File: src/rtl/vga_fb_arbiter_if.sv
// Host access bus of the frame-buffer arbiter: request/grant plus read return.
interface vga_fb_arbiter_if #(
    parameter int ADDR_W = 19,
    parameter int DATA_W = 8
);
    logic              host_req;
    logic              host_we;
    logic [ADDR_W-1:0] host_addr;
    logic [DATA_W-1:0] host_wdata;
    logic              host_ack;
    logic [DATA_W-1:0] host_rdata;
    logic              host_rvalid;

    modport master (
        output host_req, host_we, host_addr, host_wdata,
        input  host_ack, host_rdata, host_rvalid
    );

    modport slave (
        input  host_req, host_we, host_addr, host_wdata,
        output host_ack, host_rdata, host_rvalid
    );
endinterface

File: src/rtl/vga_fb_arbiter.sv
// Single-port frame-buffer arbiter: display fetches always win, host gets free slots.
// Define VGA_FB_ARB_STATS_EN to build the saturating host stall counter.
module vga_fb_arbiter #(
    parameter int DATA_W   = 8,
    parameter int H_ACTIVE = 640,
    parameter int V_ACTIVE = 480,
    parameter int ADDR_W   = 19
) (
    input  logic              Clk,
    input  logic              Reset,
    input  logic              pix_en,
    input  logic [9:0]        DrawX,
    input  logic [9:0]        DrawY,
    input  logic              blank,
    output logic [DATA_W-1:0] pixel_data,
    vga_fb_arbiter_if.slave   host,
    output logic [ADDR_W-1:0] mem_addr,
    output logic              mem_we,
    output logic [DATA_W-1:0] mem_wdata,
    input  logic [DATA_W-1:0] mem_rdata,
    output logic [15:0]       stall_cnt
);
    typedef enum logic [1:0] {IDLE, DISP, HOST} state_e;

    localparam logic [ADDR_W:0]   FB_WORDS = (ADDR_W+1)'(H_ACTIVE * V_ACTIVE);
    localparam logic [ADDR_W-1:0] LINE_W   = ADDR_W'(H_ACTIVE);

    state_e              state_q, state_d;
    logic [ADDR_W-1:0]   mem_addr_q, mem_addr_d;
    logic                mem_we_q, mem_we_d;
    logic [DATA_W-1:0]   mem_wdata_q, mem_wdata_d;
    logic                host_ack_q, host_ack_d;
    logic [DATA_W-1:0]   pixel_q, host_rdata_q;
    logic                host_rvalid_q;
    // Bit 1 of each in-flight pipe lines up with the cycle mem_rdata returns.
    logic [1:0]          pix_vld_q, rd_vld_q, rd_oob_q;
    logic                pix_vis_q;
    logic                disp_slot, host_in_range;
    logic [ADDR_W-1:0]   disp_addr;

    assign disp_slot     = pix_en && blank;
    assign host_in_range = {1'b0, host.host_addr} < FB_WORDS;
    assign disp_addr     = ADDR_W'(DrawY) * LINE_W + ADDR_W'(DrawX);

    always_comb begin
        state_d     = IDLE;
        mem_addr_d  = mem_addr_q;
        mem_we_d    = 1'b0;
        mem_wdata_d = mem_wdata_q;
        host_ack_d  = 1'b0;
        if (disp_slot) begin
            state_d    = DISP;
            mem_addr_d = disp_addr;
        end else if (host.host_req && !host_ack_q) begin
            // Out-of-range writes are granted but never reach the RAM.
            state_d     = HOST;
            mem_addr_d  = host.host_addr;
            mem_we_d    = host.host_we && host_in_range;
            mem_wdata_d = host.host_wdata;
            host_ack_d  = 1'b1;
        end
    end

    always_ff @(posedge Clk or posedge Reset) begin
        if (Reset) begin
            state_q       <= IDLE;
            mem_addr_q    <= '0;
            mem_we_q      <= 1'b0;
            mem_wdata_q   <= '0;
            host_ack_q    <= 1'b0;
            host_rvalid_q <= 1'b0;
            host_rdata_q  <= '0;
            pixel_q       <= '0;
            pix_vld_q     <= '0;
            pix_vis_q     <= 1'b0;
            rd_vld_q      <= '0;
            rd_oob_q      <= '0;
        end else begin
            state_q       <= state_d;
            mem_addr_q    <= mem_addr_d;
            mem_we_q      <= mem_we_d;
            mem_wdata_q   <= mem_wdata_d;
            host_ack_q    <= host_ack_d;
            pix_vld_q     <= {pix_vld_q[0], pix_en};
            pix_vis_q     <= (state_q == DISP);
            rd_vld_q      <= {rd_vld_q[0], host_ack_d && !host.host_we};
            rd_oob_q      <= {rd_oob_q[0], !host_in_range};
            host_rvalid_q <= rd_vld_q[1];
            if (rd_vld_q[1])
                host_rdata_q <= rd_oob_q[1] ? '0 : mem_rdata;
            if (pix_vld_q[1])
                pixel_q <= pix_vis_q ? mem_rdata : '0;
        end
    end

`ifdef VGA_FB_ARB_STATS_EN
    logic [15:0] stall_q;

    always_ff @(posedge Clk or posedge Reset) begin
        if (Reset)
            stall_q <= '0;
        else if (disp_slot && host.host_req && !host_ack_q && stall_q != 16'hFFFF)
            stall_q <= stall_q + 16'd1;
    end

    assign stall_cnt = stall_q;
`else
    assign stall_cnt = '0;
`endif

    assign pixel_data       = pixel_q;
    assign mem_addr         = mem_addr_q;
    assign mem_we           = mem_we_q;
    assign mem_wdata        = mem_wdata_q;
    assign host.host_ack    = host_ack_q;
    assign host.host_rdata  = host_rdata_q;
    assign host.host_rvalid = host_rvalid_q;
endmodule

File: src/flat_wrapper.sv
// flat-port wrapper written by rule: the top's interface ports become plain ports
module vga_fb_arbiter_flat 
#(
    parameter int DATA_W   = 8,
    parameter int H_ACTIVE = 640,
    parameter int V_ACTIVE = 480,
    parameter int ADDR_W   = 19
)
  (Clk, Reset, pix_en, DrawX, DrawY, blank, pixel_data, mem_addr, mem_we, mem_wdata, mem_rdata, stall_cnt, host_host_req, host_host_we, host_host_addr, host_host_wdata, host_host_ack, host_host_rdata, host_host_rvalid);
  vga_fb_arbiter_if #(.ADDR_W(ADDR_W), .DATA_W(DATA_W)) host_i ();
  input  logic Clk;
  input  logic Reset;
  input  logic pix_en;
  input  logic [9:0] DrawX;
  input  logic [9:0] DrawY;
  input  logic blank;
  output logic [DATA_W-1:0] pixel_data;
  output logic [ADDR_W-1:0] mem_addr;
  output logic mem_we;
  output logic [DATA_W-1:0] mem_wdata;
  input  logic [DATA_W-1:0] mem_rdata;
  output logic [15:0] stall_cnt;
  input wire logic [$bits(host_i.host_req)-1:0] host_host_req;
  input wire logic [$bits(host_i.host_we)-1:0] host_host_we;
  input wire logic [$bits(host_i.host_addr)-1:0] host_host_addr;
  input wire logic [$bits(host_i.host_wdata)-1:0] host_host_wdata;
  output wire logic [$bits(host_i.host_ack)-1:0] host_host_ack;
  output wire logic [$bits(host_i.host_rdata)-1:0] host_host_rdata;
  output wire logic [$bits(host_i.host_rvalid)-1:0] host_host_rvalid;
  assign host_i.host_req = host_host_req;
  assign host_i.host_we = host_host_we;
  assign host_i.host_addr = host_host_addr;
  assign host_i.host_wdata = host_host_wdata;
  assign host_host_ack = host_i.host_ack;
  assign host_host_rdata = host_i.host_rdata;
  assign host_host_rvalid = host_i.host_rvalid;
  vga_fb_arbiter #(.DATA_W(DATA_W), .H_ACTIVE(H_ACTIVE), .V_ACTIVE(V_ACTIVE), .ADDR_W(ADDR_W)) u_core (.Clk(Clk), .Reset(Reset), .pix_en(pix_en), .DrawX(DrawX), .DrawY(DrawY), .blank(blank), .pixel_data(pixel_data), .host(host_i), .mem_addr(mem_addr), .mem_we(mem_we), .mem_wdata(mem_wdata), .mem_rdata(mem_rdata), .stall_cnt(stall_cnt));
endmodule
File: config.mk
export PLATFORM = sky130hd
export DESIGN_NAME = vga_fb_arbiter_flat
export DESIGN_NICKNAME = d
export VERILOG_FILES = /design/src/rtl/vga_fb_arbiter_if.sv /design/src/rtl/vga_fb_arbiter.sv /design/src/flat_wrapper.sv
export SDC_FILE = /design/constraint.sdc
export NUM_CORES = 1
export LEC_CHECK = 0
export ABC_AREA = 1
export BUFFER_PORTS_ARGS = -buffer_cell sky130_fd_sc_hd__buf_4
export CORE_ASPECT_RATIO = 0.9
export CORE_MARGIN = 2
export CORE_UTILIZATION = 45
export CTS_CLUSTER_SIZE = 10
export DETAILED_ROUTE_END_ITERATION = 10
export PLACE_DENSITY = 0.76
export SLEW_MARGIN = 20
export SYNTH_ARGS = -nofsm -noshare
export SYNTH_HDL_FRONTEND = slang
export SYNTH_SLANG_ARGS = --single-unit
export TNS_END_PERCENT = 10
File: constraint.sdc
create_clock -name Clk -period 2.2 [get_ports Clk]
set_input_delay 0.33 -clock Clk [delete_from_list [all_inputs] [get_ports Clk]]
set_output_delay 0.33 -clock Clk [all_outputs]
set_load 0.02 [all_outputs]
==> flow_summary.json, run 1 <==
{
  "status": "completed",
  "coreArea_um2": 6520,
  "finalCriticalPeriod_ps": 2100,
  "dr.first_iter.drc_count": 124,
  "fp.dieH_um": 81.6,
  "row_count": 28,
  "ys_top_cells_by_count": "119 x nand2_1, 54 x dfrtp_1, 51 x inv_1, 22 x nand3_1, 19 x ha_1",
  "ys_types": 33,
  "grt_max_degree": 55,
  "synth_mux_area_share_pct": 0,
  "synth-edff-count": 0,
  "path_delay_family": "adder cells",
  "finalCritPeriodShare_pct": 95.4,
  "synth-simple-area-share_pct": 25.5,
  "dr.pass1.iters": 4,
  "cp.buffers_inverters": 3,
  "path_cells": "buf_4, ha_1, ha_1, fa_1, nand2_1, inv_1, nand2_1, nor2_2, nand3_2, buf_4, nand3_1, o211ai_1",
  "routed_via_density": 4.72,
  "clk_pin_slew_worst_paths_ps": 90,
  "grt_pass1_wl_um": 11600,
  "syn2layout_area_growth_pct": 33.7,
  "synth-compound-area-share_pct": 7.65,
  "yosysWarnings": 0,
  "p_per_area_nw_per_um2": 672,
  "seqCellArea_um2": 1350,
  "place_ws_ps": -166,
  "wirelength_um": 6870,
  "synth_xor_area_share_pct": 0.582,
  "grt_pass1_vias": 2568,
  "min_path_type": "input port to flop",
  "start_kind": "input port",
  "drv_cap": 0,
  "syn-cell-area_um2": 3010,
  "crit_slowest_cell": "fa_1",
  "path_max_fanout": 3,
  "worst_pin_slew_ps": 667,
  "dieArea_um2": 7360,
  "fmax_mhz": 476,
  "final_max_slew_viol_count": 0,
  "numCtsBuffers": 5,
  "synth_top_area_share_pct": 44.9,
  "finClkSkew_ps": 3.11,
  "track_usage_pct": 19.4,
  "finalHoldViolCount": 0,
  "multi_input_area_um2": 1370,
  "synth_area_leaders": "dfrtp_1 45%, nand2_1 15%, ha_1 7.9%",
  "wl_per_cell_um": 11.9,
  "ioPinCount": 123,
  "slew-limit-headroom_pct": 55.6,
  "async_reset_ff_share_pct": 100,
  "ant_nets": 0,
  "vdd_drop_max_v": 0.000334,
  "place.gp.congestion": 0.841,
  "antenna_found_initial": 0,
  "num_vias": 2722,
  "die_x_um": 90.2,
  "ys_ff_latch": 54,
  "synth_top_area_cell": "dfrtp_1",
  "finalSetupTns_ps": 0,
  "synth_cells": 367,
  "avgSynthCellArea_um2": 8.20,
  "nets": 568,
  "yosysSeqAreaShare_pct": 44.9,
  "cts_max_level": 2,
  "leakage_nw": 2.22,
  "end_kind": "flop",
  "nFillCells": 602,
  "start_util_pct": 46.2,
  "cts_sinks": 54,
  "crit_required_ps": 2370,
  "synth.most_common_cell": "nand2_1",
  "synth_ff_type": "dfrtp_1",
  "crit_type": "input port to flop",
  "finalSetupViolations": 0,
  "synthAdderAreaFrac_pct": 9.23,
  "cts_tree": "done",
  "dp_hpwl_um": 5350,
  "layout-drive-gt1-share_pct": 30.8,
  "diodes": 0,
  "gr-total-overflow": 0,
  "portBuffers": 106,
  "drc_errors": 0,
  "crit_arrival_ps": 2270,
  "cp_slowest_stage_delay_ps": 530,
  "clock_tree.buffer_depth": 2,
  "root_buffer": "clkbuf_8",
  "clk_latency_ps": 300,
  "synth_top_family_by_area": "simple AND/OR/NAND/NOR gates",
  "r2r_slack_ps": 630,
  "setup_slack_ps": 101,
  "ctsHoldBuffers": 0
}
area by class of cell:
cell class / instances / share of cell area (%)
Clock inverter: 1 / 0.124
Multi-Input combinational cell: 251 / 33.9
Sequential cell: 54 / 33.6
Timing Repair Buffer: 120 / 22.4
Tap cell: 90 / 2.80
Clock buffer: 7 / 2.14
Inverter: 54 / 5.04
path summary, 6_finish.rpt:
path,start,end,cells after the start
max in group asynchronous,Reset,u_core.rd_vld_q[1],3
min in group asynchronous,Reset,u_core.host.host_rdata[2],3
setup / recovery,DrawY[1],u_core.mem_addr[14],12
hold / removal,pix_en,u_core.pix_vld_q[0],1
setup reg to reg,u_core.host.host_ack,u_core.mem_addr[18],8
hold reg to reg,u_core.rd_oob_q[0],u_core.rd_oob_q[1],0
cells in the final DEF, fill, tap and decap left out, types with 2 or more instances in the layout:
master,n
ha_1,19
fa_1,2
conb_1,16
nand3_1,22
nand2_2,8
nand3b_1,3
o22ai_1,16
nand2_1,119
nand2_4,2
o211ai_1,5
buf_4,120
dfrtp_1,54
inv_1,50
a21oi_1,7
clkbuf_8,6
nor2_2,3
inv_2,3
nand3_2,2
o21ai_0,4
nor2_1,12
nor2_4,2
where the power goes:
group          total (W)  internal (W)  leakage (nW)  switching (W)
sequential       0.00119       0.00112         0.683      0.0000722
combinational   0.000962      0.000411          1.49       0.000551
clock           0.000551      0.000254        0.0482       0.000296
total            0.00270       0.00178          2.22       0.000919
metrics by stage:
step	cells	power (W)	hold slack, ps	utilization [%]	cell area [um^2]
after floorplan	382	0.00178	331	-	3070
after global placement	567	0.00214	332	59.9	3910
after detailed placement	567	0.00216	336	59.9	3910
after CTS	575	0.00271	142	61.3	4000
after global routing	577	0.00288	132	61.8	4030
final	577	0.00270	153	61.8	4030
registers in the layout, summed over array words and instances (netlist names):
name and count:
u_core.host.host_rdata 8, u_core.rd_oob_q 2, u_core.mem_we 1, u_core.pix_vis_q 1, u_core.pix_vld_q 2, u_core.rd_vld_q 2, u_core.host.host_ack 1, u_core.state_q 1
u_core.mem_wdata 8, u_core.mem_addr 19, u_core.pixel_data 8, u_core.host.host_rvalid 1
kinds of logic (layout without fill, tap and decap cells):
family	count (synthesis)	after routing
simple gates	175	175
buf+inv	77	182
flops	54	54
compound gates	37	37
fa+ha+maj	21	21
xor+xnor	2	2
other cells	1	16
layer usage:
metal / global-route usage, % / vias up / wire length, um
met2: 35.4 / 69 / 3610
li1: - / 1365 / -
met1: 23.6 / 1281 / 2870
met4: 5.85 / 0 / 90
met3: 3.94 / 7 / 297
met5: 0 / - / 0
timing repair:
item	in CTS	in global routing
resized for setup	0	2
setup buffers	0	2
endpoints found under the setup margin	0	2
No activity file was read; power rests on OpenSTA's default activity.
==> inputs of run 2 (changes only) <==
- BUFFER_PORTS_ARGS: -buffer_cell sky130_fd_sc_hd__buf_4 -> -buffer_cell sky130_fd_sc_hd__buf_2
- CORE_UTILIZATION: 45 -> 49
- PLACE_DENSITY: 0.76 -> 0.82
==> flow_summary.json, run 2 (synthesis results as in run 1) <==
{
  "status": "completed",
  "clockPowerShare_pct": 21.6,
  "worst_pin_slew_ps": 499,
  "place_ws_ps": -206,
  "crit_arrival_ps": 2280,
  "min_path_type": "input port to async pin",
  "clk_pin_slew_worst_paths_ps": 100,
  "cts_tree": "done",
  "ioPinCount": 123,
  "cts_max_level": 2,
  "setup_slack_ps": 108,
  "path_cells": "buf_2, ha_4, ha_4, fa_1, nand2_1, inv_1, nand2_1, nor2_2, nand3_2, nor2_4, nand3_1, nand3_1, nand2_1",
  "path_max_fanout": 3,
  "rsz0062_at_grt": "false",
  "start_kind": "input port",
  "drv_cap": 0,
  "dr.first_iter.drc_count": 128,
  "switching_share_pct": 36.5,
  "crit_slowest_cell": "fa_1",
  "finClkSkew_ps": 7.19,
  "syn2layout_area_growth_pct": 24.5,
  "dieArea_um2": 6790,
  "p_per_area_nw_per_um2": 702,
  "cp_slowest_stage_delay_ps": 570,
  "nets": 565,
  "wirelength_um": 6970,
  "leakage_nw": 2.13,
  "grt_pass1_vias": 2636,
  "crit_required_ps": 2390,
  "finalSetupViolations": 0,
  "coreArea_um2": 6010,
  "largest_reg_flops": 19,
  "finalCritPeriodShare_pct": 95.1,
  "drc_errors": 0,
  "slew-limit-headroom_pct": 66.7,
  "die_x_um": 86.6,
  "mostFrequentLayoutCells": "119 x nand2_1, 106 x buf_2, 54 x dfrtp_1, 50 x inv_1, 22 x nand3_1",
  "start_util_pct": 50.1,
  "final_common_cell": "nand2_1",
  "hold_slack_ps": 44.2,
  "crit_top_cell": "nand2_1",
  "cellInternalPower_w": 0.00167,
  "row_count": 27,
  "root_buffer": "clkbuf_8",
  "power_frac_comb_pct": 33.0,
  "grt_pass1_wl_um": 11800,
  "fin_cells": 556,
  "gr-total-overflow": 0,
  "dp_cells": 548,
  "crit_type": "input port to flop",
  "finalCriticalPeriod_ps": 2090,
  "end_kind": "flop",
  "dr.pass1.iters": 4,
  "grt_max_degree": 33,
  "ctsHoldBuffers": 0,
  "pwr-share-seq_pct": 45.3,
  "routed_via_density": 4.87,
  "path_delay_family": "adder cells",
  "fp.dieH_um": 78.4,
  "p_switching_w": 0.000961,
  "fmax_mhz": 478,
  "vdd_drop_max_v": 0.000384,
  "antenna_found_initial": 0,
  "track_usage_pct": 21.4,
  "clock_tree.buffer_depth": 2,
  "numCtsBuffers": 5,
  "clk_latency_ps": 300,
  "cp.buffers_inverters": 2,
  "cts_sinks": 54,
  "finalHoldViolCount": 0,
  "dp_hpwl_um": 5520,
  "diodes": 0,
  "ant_nets": 0,
  "layout-drive-gt1-share_pct": 30.8,
  "final_max_slew_viol_count": 0,
  "wl_per_cell_um": 12.5,
  "portBuffers": 106,
  "num_vias": 2709,
  "place.gp.congestion": 0.834
}
==> run 2: cell count changes in the layout (fill, tap and decap cells not counted), sizes merged <==
cell | previous run | this run
buf | 120 | 117
inv | 53 | 55
clkbuf | 7 | 5
==> run 2: layer usage <==
metal | vias up | global-route usage [%] | wire (um)
met3 | 8 | 4.00 | 386
met5 | - | 0 | 0
li1 | 1356 | - | -
met2 | 91 | 35.9 | 3340
met1 | 1254 | 28.7 | 3150
met4 | 0 | 5.31 | 93
==> run 2: what timing repair did <==
action	CTS	global route
hold endpoints to repair	0	0
gates resized for setup	0	4
setup buffers	0	0
endpoints found under the setup margin	0	1
==> run 2: path summary, 6_finish.rpt <==
path                                       from                   to  slack (ps)  depth (start not counted)
max in group asynchronous                 Reset   u_core.mem_addr[0]        1620                          3
min                                       Reset  u_core.mem_addr[12]          40                          2
min reg2reg                  u_core.rd_oob_q[0]   u_core.rd_oob_q[1]         360                          0
min in group Clk                         pix_en  u_core.pix_vld_q[0]         150                          1
max reg2reg                u_core.host.host_ack  u_core.mem_addr[18]         840                          9
max                                    DrawY[1]  u_core.mem_addr[18]         110                         13
==> run 2: per-stage QoR <==
step | utilization [%] | setup TNS, ps | total power [W] | area, um^2
2_1_floorplan | - | 0 | 0.00178 | 3070
3_3_place_gp | 60.3 | -403 | 0.00204 | 3620
3_5_place_dp | 60.3 | -768 | 0.00207 | 3620
4_1_cts | 61.8 | 0 | 0.00265 | 3720
5_1_grt | 62.3 | 0 | 0.00281 | 3750
6_report | 62.3 | 0 | 0.00263 | 3750
==> run 2: power groups by stage <==
| stage | sequential [W] | combinational, W | clock, W |
|---|---|---|---|
| global placement | 0.00121 | 0.000837 | 0 |
| finish | 0.00119 | 0.000869 | 0.000570 |
| global route | 0.00121 | 0.000971 | 0.000636 |
| floorplan | 0.00135 | 0.000433 | 0 |
| detailed placement | 0.00121 | 0.000864 | 0 |
| CTS | 0.00119 | 0.000865 | 0.000590 |
==> run 2: cell type report <==
cell class                 instances  area (um^2)
clock buffer                       5         68.8
clock inverter                     3         26.3
fill                             542         2260
inverter                          54          203
multi-input combinational        251         1380
sequential                        54         1350
tap                               72         90.1
timing repair buffer             117          626
==> inputs of run 3 (changes only) <==
- HOLD_SLACK_MARGIN: not set -> 0.08
==> flow_summary.json, run 3 (synthesis results as in run 1) <==
{
  "power.total_w": 0.00264,
  "cp_slowest_stage_delay_ps": 570,
  "fmax_mhz": 478,
  "start_util_pct": 50.1,
  "dp_hpwl_um": 5520,
  "diodes": 0,
  "gr-total-overflow": 0,
  "r2r-end": "u_core.mem_addr[18]",
  "antenna_found_initial": 0,
  "status": "completed",
  "coreArea_um2": 6010,
  "min_to": "u_core.pix_vld_q[0]",
  "cp.buffers_inverters": 2,
  "r2r_slack_ps": 840,
  "crit_slowest_cell": "fa_1",
  "hold_slack_ps": 149,
  "nets": 566,
  "hold_depth": 1,
  "path_max_fanout": 3,
  "crit_top_cell": "nand2_1",
  "crit_type": "input port to flop",
  "power_frac_comb_pct": 33.0,
  "clock_tree.buffer_depth": 2,
  "final_max_slew_viol_count": 0,
  "ant_nets": 0,
  "wl_per_cell_um": 12.6,
  "worstReg2RegStart": "u_core.host.host_ack",
  "crit_required_ps": 2390,
  "finalCriticalPeriod_ps": 2090,
  "path_delay_family": "adder cells",
  "p_per_area_nw_per_um2": 701,
  "place.gp.congestion": 0.834,
  "crit_arrival_ps": 2280,
  "vdd_drop_max_v": 0.000384,
  "numCtsBuffers": 5,
  "layout-drive-gt1-share_pct": 30.7,
  "num_vias": 2712,
  "final_common_cell": "nand2_1",
  "switching_share_pct": 36.5,
  "grt_pass1_wl_um": 11800,
  "p_switching_w": 0.000962,
  "root_buffer": "clkbuf_8",
  "r2r_cells": 9,
  "row_count": 27,
  "rsz0062_at_grt": "false",
  "finalHoldViolCount": 0,
  "cp-startpoint": "DrawY[1]",
  "wirelength_um": 6990,
  "largest_reg_flops": 19,
  "drv_cap": 0,
  "routed_via_density": 4.87,
  "min_path_type": "input port to flop",
  "dr.pass1.iters": 4,
  "clockPowerShare_pct": 21.7,
  "clk_latency_ps": 300,
  "finalCritPeriodShare_pct": 95.1,
  "die_x_um": 86.6,
  "mostFrequentLayoutCells": "119 x nand2_1, 106 x buf_2, 54 x dfrtp_1, 50 x inv_1, 22 x nand3_1",
  "start_kind": "input port",
  "track_usage_pct": 21.5,
  "syn2layout_area_growth_pct": 24.9,
  "portBuffers": 106,
  "dieArea_um2": 6790,
  "fp.dieH_um": 78.4,
  "nFillCells": 541,
  "pwr-share-seq_pct": 45.3,
  "cellInternalPower_w": 0.00167,
  "end_kind": "flop",
  "slew-limit-headroom_pct": 66.7,
  "path_cells": "buf_2, ha_4, ha_4, fa_1, nand2_1, inv_1, nand2_1, nor2_2, nand3_2, nor2_4, nand3_1, nand3_1, nand2_1",
  "dp_cells": 548,
  "drc_errors": 0,
  "cts_tree": "done",
  "cts_sinks": 54,
  "fin_cells": 557,
  "cts_max_level": 2,
  "grt_pass1_vias": 2651,
  "leakage_nw": 2.14,
  "worst_pin_slew_ps": 499,
  "clk_pin_slew_worst_paths_ps": 100,
  "finalSetupViolations": 0,
  "finClkSkew_ps": 8.01,
  "dr.first_iter.drc_count": 132,
  "ioPinCount": 123,
  "grt_max_degree": 33,
  "postCtsSetupRepairBufs": 0,
  "hp-start": "pix_en"
}
[run 3: cell types whose count changed in the layout (fill, tap and decap cells not counted)]
cell / before / now
dlygate4sd3_1: 0 / 1
[run 3: worst max path at each step]
stage                          end  slack (ps)  cells after the start
6_report       u_core.mem_addr[18]         110                     13
5_1_grt        u_core.mem_addr[16]          30                     13
4_1_cts        u_core.mem_addr[18]         100                     13
3_5_place_dp   u_core.mem_addr[18]        -210                     13
3_3_place_gp   u_core.mem_addr[18]        -140                     13
2_1_floorplan  u_core.mem_addr[18]          80                     12
[run 3: final cells by class]
cell class / count / area (um^2) / share of cell area, %
clock inverters: 3 / 26.3 / 0.699
inverters: 54 / 203 / 5.39
flip-flops and latches: 54 / 1350 / 36.0
clock buffers: 5 / 68.8 / 1.83
multi-input cells: 251 / 1380 / 36.8
repair buffers: 118 / 636 / 16.9
well taps: 72 / 90.1 / 2.40
[run 3: timing repair]
action                                  4_1_cts  5_1_grt
hold buffers                                  1        0
endpoints found under the setup margin        0        1
gates resized for setup                       0        4
endpoints found under the hold margin        22        0
[run 3: per-layer routing]
layer  part of all wire [%]  up-vias  wire [um]  GRT usage (%)
li1                       -     1358          -              -
met1                     45     1255       3150           28.7
met2                     48       91       3360           36.1
met3                    5.5        8        386           4.00
met4                    1.3        0         93           5.63
met5                      0        -          0              0
[run 3: worst reg2reg max path, stage by stage, from the launching register on]
cell and delay, ps:
dfrtp_1 410, inv_1 70, nand2_1 110, nand2_1 110, clkinv_1 70, buf_4 200, nand2_1 80, o21ai_0 80
inv_1 70, nand2_1 60
[run 3: metrics by stage]
stage | util, % | TNS (ps) | setup slack, ps | instance area (um^2)
6_report | 62.5 | 0 | 108 | 3760
5_1_grt | 62.5 | 0 | 25.7 | 3760
4_1_cts | 62.0 | 0 | 105 | 3730
3_5_place_dp | 60.3 | -768 | -206 | 3620
3_3_place_gp | 60.3 | -403 | -138 | 3620
2_1_floorplan | - | 0 | 78.7 | 3070
[run 3: power by group through the flow]
stage	logic (W)	registers, W	clock network, W
2_1_floorplan	0.000433	0.00135	0
3_3_place_gp	0.000837	0.00121	0
3_5_place_dp	0.000864	0.00121	0
4_1_cts	0.000867	0.00119	0.000590
5_1_grt	0.000972	0.00121	0.000636
6_report	0.000871	0.00119	0.000571
